## config.mk

```make
export PLATFORM = sky130hd
export DESIGN_NAME = qpsk_tx_shaper
export DESIGN_NICKNAME = d
export VERILOG_FILES = /design/src/rtl/qpsk_tx_shaper.sv
export SDC_FILE = /design/constraint.sdc
export NUM_CORES = 1
export LEC_CHECK = 0
export CORE_MARGIN = 2
export CORE_UTILIZATION = 45
export DETAILED_ROUTE_END_ITERATION = 7
export PLACE_DENSITY = 0.65
export RECOVER_POWER = 100
export SYNTH_ARGS = -nofsm -noshare
export SYNTH_HDL_FRONTEND = slang
export SYNTH_SLANG_ARGS = --single-unit
```

## constraint.sdc

```tcl
create_clock -name clk -period 9.5 [get_ports clk]
set_input_delay 2.375 -clock clk [delete_from_list [all_inputs] [get_ports clk]]
set_output_delay 2.375 -clock clk [all_outputs]
set_load 0.005 [all_outputs]
```

## src/rtl/qpsk_tx_shaper.sv

```systemverilog
// QPSK transmit pulse shaper: one bit per 4 clocks mapped to +/-1,
// upsampled x4 and filtered by a 24-tap raised-cosine polyphase FIR.
module qpsk_tx_shaper (
    input  logic        clk,
    input  logic        rst,
    input  logic        i_tx,
    output logic [15:0] o_tx
);

    localparam int NSYM = 6;

    logic [1:0]         r_cnt;
    logic [NSYM-1:0]    r_sr;
    logic [NSYM-1:0]    r_v;
    logic [15:0]        r_out;
    logic signed [11:0] w_sum;

    // Raised-cosine taps, symmetric about index 12.
    function automatic logic signed [7:0] f_coef(input logic [4:0] idx);
        logic signed [7:0] c;
        c = 8'sd0;
        case (idx)
            5'd1:    c = 8'sd1;
            5'd2:    c = 8'sd2;
            5'd3:    c = 8'sd3;
            5'd5:    c = -8'sd7;
            5'd6:    c = -8'sd15;
            5'd7:    c = -8'sd16;
            5'd9:    c = 8'sd34;
            5'd10:   c = 8'sd77;
            5'd11:   c = 8'sd114;
            5'd12:   c = 8'sd127;
            5'd13:   c = 8'sd114;
            5'd14:   c = 8'sd77;
            5'd15:   c = 8'sd34;
            5'd17:   c = -8'sd16;
            5'd18:   c = -8'sd15;
            5'd19:   c = -8'sd7;
            5'd21:   c = 8'sd3;
            5'd22:   c = 8'sd2;
            5'd23:   c = 8'sd1;
            default: c = 8'sd0;
        endcase
        return c;
    endfunction

    // Polyphase sum: each valid slot adds or subtracts its phase tap.
    always_comb begin
        w_sum = 12'sd0;
        for (int j = 0; j < NSYM; j++) begin
            logic signed [11:0] w_c;
            w_c = 12'(f_coef(5'(4 * j) + {3'b000, r_cnt}));
            if (r_v[j]) begin
                if (r_sr[j]) w_sum = w_sum + w_c;
                else         w_sum = w_sum - w_c;
            end
        end
    end

    // Phase counter, symbol capture and registered output.
    always_ff @(posedge clk or negedge rst) begin
        if (!rst) begin
            r_cnt <= 2'd0;
            r_sr  <= '0;
            r_v   <= '0;
            r_out <= '0;
        end else begin
            r_cnt <= r_cnt + 2'd1;
            r_out <= {{4{w_sum[11]}}, w_sum};
            if (r_cnt == 2'd3) begin
                r_sr <= {r_sr[NSYM-2:0], i_tx};
                r_v  <= {r_v[NSYM-2:0], 1'b1};
            end
        end
    end

    assign o_tx = r_out;

endmodule

```

==> reports/results.txt <==
The total wire length came out at 10200 um. The overall track demand over capacity in global routing was 21.9%; the remaining routing DRC violations was 0. The power per standard cell area works out to 309 nW/um^2. The slowest stage of the critical path belongs to the cell sky130_fd_sc_hd__dfrtp_1.

Dividing the synthesized area by the synthesized cell count gives 8.11 um^2. For the count of final hold-check violations, the log shows 0. The most numerous cell on the critical path was sky130_fd_sc_hd__ha_1.

In this run, CTS created clock tree buffers numbering 3. The floorplan step set the die width to 100 um. Input and output buffers added on the ports amount to 18. For this design the total switching power over the nets is 628 uW. The via count of the first global-routing pass is 3852. Share of power burned in registers: 9.7%.

In this run, synthesis inferred 0 flip-flops with an integrated enable. For the largest net degree at the start of global routing, the log shows 30. Hold timing on the final database bottoms out at a slack of 0.550 ns.

In the post-route analysis, the smallest setup slack over all paths is 1.12 ns. Synthesis instantiated 61 different standard cells from the library. In the synthesized netlist the dominant register cell turns out to be sky130_fd_sc_hd__dfrtp_1. Number of setup violations in the final report: 0. The run gives 0 as the total setup buffers inserted after CTS. The max-slew violation count was 27. Clock latency on the worst-skew pair, taken at its later pin, is 0.28 ns. No sink is reached through more buffers than the 2 on the longest clock path. The cell-internal power was 756 uW; the reported leakage power was 2.07 nW.

The number of antenna diodes in the final layout is 0. Type of element launching the critical path: a register. The number of buffers inserted for hold repair after clock tree synthesis is 0, and the length of the first detailed-routing pass in iterations is 4.

The floorplan has 35 rows. When the netlist entered floorplanning its net count stood at 582. Detailed routing inserted a total of 3711 vias. The total area inside the core boundary comes to 9110 um^2.

The tools report the overall overflow remaining after global route as 0. The number of antenna violations at the first check in global routing is 0, and the pin slew with the least headroom to its limit is 1.61 ns. The path class of the tightest hold or removal check is reg -> reg.

After detailed routing, the number of vias per cell comes to 5.90. The fraction of registers with async set or reset after synthesis was 100%. Based on the critical path, the design can be clocked at up to 119 MHz.

The flow ran to the end, but the final reports show violations. Summing the sequential cell areas from Yosys gives 15.6% of the chip area. The sink count of the clock tree is 26, and the signed area change from the synthesized netlist to the final layout is 7.16%.

The logs give 10100 um^2 for the floorplan die area and 0.00475 ns for the post-route clock skew. The finished cells cover 4480 um^2. The run gives 586 as the final net count. The logs give 0 for the yosys synthesis warning count and 19 for the number of top-level pins. In this run the remaining antenna-violating nets after routing total 0. The fraction of power spent switching nets works out to 45.4%. The highest net fanout along the worst path was 14. After synthesis, the cell types taking the most area are sky130_fd_sc_hd__ha_1 18%, sky130_fd_sc_hd__dfrtp_1 16%, sky130_fd_sc_hd__mux2_2 6.7%. The master cell of the clock root buffer was sky130_fd_sc_hd__clkbuf_8. The minimum setup slack after placement was 1.39 ns. The run gives 122 as the count of routing violations after the opening detailed-route iteration.

The cell area that synthesis handed to floorplanning was 4180 um^2. The run gives 1 as the count of max-cap constraint violations. At the end of the flow the core is filled with cells to 49.2%. STA puts the critical path data required time at 9.67 ns. In the final routed layout, each cell accounts on average for 16.2 um. The HPWL reported at the end of detailed placement is 8240 um. TritonCTS built the clock tree.

Setup total negative slack on the finished layout was measured at 0 ns. The non-filler instance count after layout is 629, and the peak ir drop on the vdd network is 0.333 mV. The register bit total from synthesis works out to 26. The first global-routing pass estimated 17800 um of wire. The classification of the worst setup path was reg -> reg.

The final reports fail on max-capacitance violations, max-slew violations. The count of cells resized by post-cts repair was 0. At the end of routability-driven placement, the weighted congestion stood at 0.886. The cell count after synthesis came out at 515. The initial utilization of the core area, before any placement, comes to 45.9%. The logs give 7.1% for the part of the power in the clock network and 8.55 ns for the data arrival time at the worst-slack endpoint. Summing all placed instances gives a cell area of 4420 um^2. The final worst-path cycle share was 88.2%; the largest incremental delay on the critical path was 0.61 ns. The worst pin sits at a relative slew slack of -7.61%. The share of final-layout standard cells stronger than drive strength 1 is 8.11%, and the height of the chip is 100 um. The tools report the category of the worst setup path capture point as a register. Setup repair after global routing left no endpoint under its margin. The cell count after placement was 625; the final total power was 1.38 mW.

The depth of the CTS H-tree came out at 1. The part of the power in combinational logic was 83.2%; the post-CTS clock slew at the launch and capture registers of the worst setup and hold paths was 0.11 ns. Of the post-synthesis cell area, the dominant cell type holds 17.7%. The minimum period implied by the final worst setup slack was 8.38 ns. Of all cell types, the one taking the most synthesized area is sky130_fd_sc_hd__ha_1.
[layout by cell type (no fill, tap or decap), types with 3 or more instances in the layout]
master	n
sky130_fd_sc_hd__o211ai_1	5
sky130_fd_sc_hd__o21bai_1	5
sky130_fd_sc_hd__a21oi_1	39
sky130_fd_sc_hd__dlygate4sd3_1	18
sky130_fd_sc_hd__a21o_1	14
sky130_fd_sc_hd__mux2i_1	9
sky130_fd_sc_hd__mux2_2	22
sky130_fd_sc_hd__o21ai_1	3
sky130_fd_sc_hd__o21ai_0	36
sky130_fd_sc_hd__fa_1	5
sky130_fd_sc_hd__a211o_1	3
sky130_fd_sc_hd__a211oi_1	12
sky130_fd_sc_hd__nor3_1	7
sky130_fd_sc_hd__and3_1	3
sky130_fd_sc_hd__nand2b_1	6
sky130_fd_sc_hd__xnor2_1	22
sky130_fd_sc_hd__dfrtp_1	26
sky130_fd_sc_hd__ha_1	59
sky130_fd_sc_hd__clkbuf_8	3
sky130_fd_sc_hd__nand2_1	48
sky130_fd_sc_hd__mux2_1	4
sky130_fd_sc_hd__or3_1	3
sky130_fd_sc_hd__inv_1	33
sky130_fd_sc_hd__a31oi_1	7
sky130_fd_sc_hd__xor2_1	16
sky130_fd_sc_hd__or2_2	7
sky130_fd_sc_hd__o31a_1	4
sky130_fd_sc_hd__nor2_1	34
sky130_fd_sc_hd__o31ai_1	5
sky130_fd_sc_hd__o21a_1	10
sky130_fd_sc_hd__nand3_1	6
sky130_fd_sc_hd__nor2b_1	5
[state kept, by name, indices dropped and copies added (netlist names)]
name   flops
o_tx      12
r_cnt      2
r_sr       6
r_v        6
[final cells by class]
| cell class | count | area (um^2) |
|---|---|---|
| Sequential cell | 26 | 651 |
| Clock buffer | 3 | 41.3 |
| Multi-Input combinational cell | 433 | 3300 |
| Inverter | 35 | 131 |
| Tap cell | 111 | 139 |
| Timing Repair Buffer | 20 | 188 |
| Clock inverter | 1 | 30.0 |
| Fill cell | 880 | 4630 |
[cell families after synthesis]
| family | synth area share (%) |
|---|---|
| AO/OA/AOI/OAI | 25.2 |
| XOR/XNOR | 9.04 |
| adder cells (fa/ha/maj) | 20.1 |
| buffers and inverters | 5.42 |
| flip-flops | 15.6 |
| multiplexers | 9.16 |
| AND/OR/NAND/NOR | 15.5 |
[routing by layer]
layer	part of all wire [%]	track usage, %	vias up
li1	-	-	1873
met1	45	26.2	1740
met2	50	41.0	80
met3	3.1	2.23	18
met4	2.0	6.32	0
met5	0	0	-
[worst max-delay path: cells and delay by family (launching register included)]
kind | cells | cell delay [ns]
flops | 1 | 0.61
simple gates | 9 | 1.74
buf+inv | 1 | 0.15
compound gates | 14 | 2.84
fa+ha+maj | 6 | 2.29
xor+xnor | 4 | 0.65
[synthesized netlist by cell type (4+ instances only)]
library cell	n
sky130_fd_sc_hd__ha_1	59
sky130_fd_sc_hd__nand2_1	48
sky130_fd_sc_hd__a21oi_1	38
sky130_fd_sc_hd__o21ai_0	36
sky130_fd_sc_hd__nor2_1	34
sky130_fd_sc_hd__inv_1	33
sky130_fd_sc_hd__dfrtp_1	26
sky130_fd_sc_hd__mux2_2	25
sky130_fd_sc_hd__xnor2_1	22
sky130_fd_sc_hd__xor2_1	16
sky130_fd_sc_hd__a21o_1	14
sky130_fd_sc_hd__clkbuf_1	14
sky130_fd_sc_hd__a211oi_1	12
sky130_fd_sc_hd__o21a_1	10
sky130_fd_sc_hd__mux2i_1	9
sky130_fd_sc_hd__a31oi_1	7
sky130_fd_sc_hd__nor3_1	7
sky130_fd_sc_hd__or2_2	7
sky130_fd_sc_hd__nand2b_1	6
sky130_fd_sc_hd__nand3_1	6
sky130_fd_sc_hd__fa_1	5
sky130_fd_sc_hd__nor2b_1	5
sky130_fd_sc_hd__o211ai_1	5
sky130_fd_sc_hd__o21bai_1	5
sky130_fd_sc_hd__o31ai_1	5
sky130_fd_sc_hd__buf_4	4
sky130_fd_sc_hd__o31a_1	4
[final timing paths]
| path | from | endpoint | slack (ns) | depth (start not counted) |
|---|---|---|---|---|
| setup / recovery | r_cnt[1] | o_tx[11] | 1.12 | 34 |
| hold / removal | r_v[0] | r_v[0] | 0.55 | 1 |
| setup reg to reg | r_cnt[1] | o_tx[11] | 1.12 | 34 |
| hold reg to reg | r_v[0] | r_v[0] | 0.55 | 1 |
| max in group asynchronous | rst | r_sr[4] | 5.55 | 2 |
| min in group asynchronous | rst | o_tx[10] | 3.02 | 2 |
[power by group through the flow]
stage / Combinational, mW / Clock, mW / Sequential [mW]
4_1_cts: 1.16 / 0.101 / 0.135
5_1_grt: 1.30 / 0.107 / 0.135
3_3_place_gp: 1.13 / 0 / 0.137
3_5_place_dp: 1.15 / 0 / 0.137
2_1_floorplan: 0.967 / 0 / 0.135
6_report: 1.15 / 0.0985 / 0.135
Note: power is estimated with default switching activity, not from simulation.
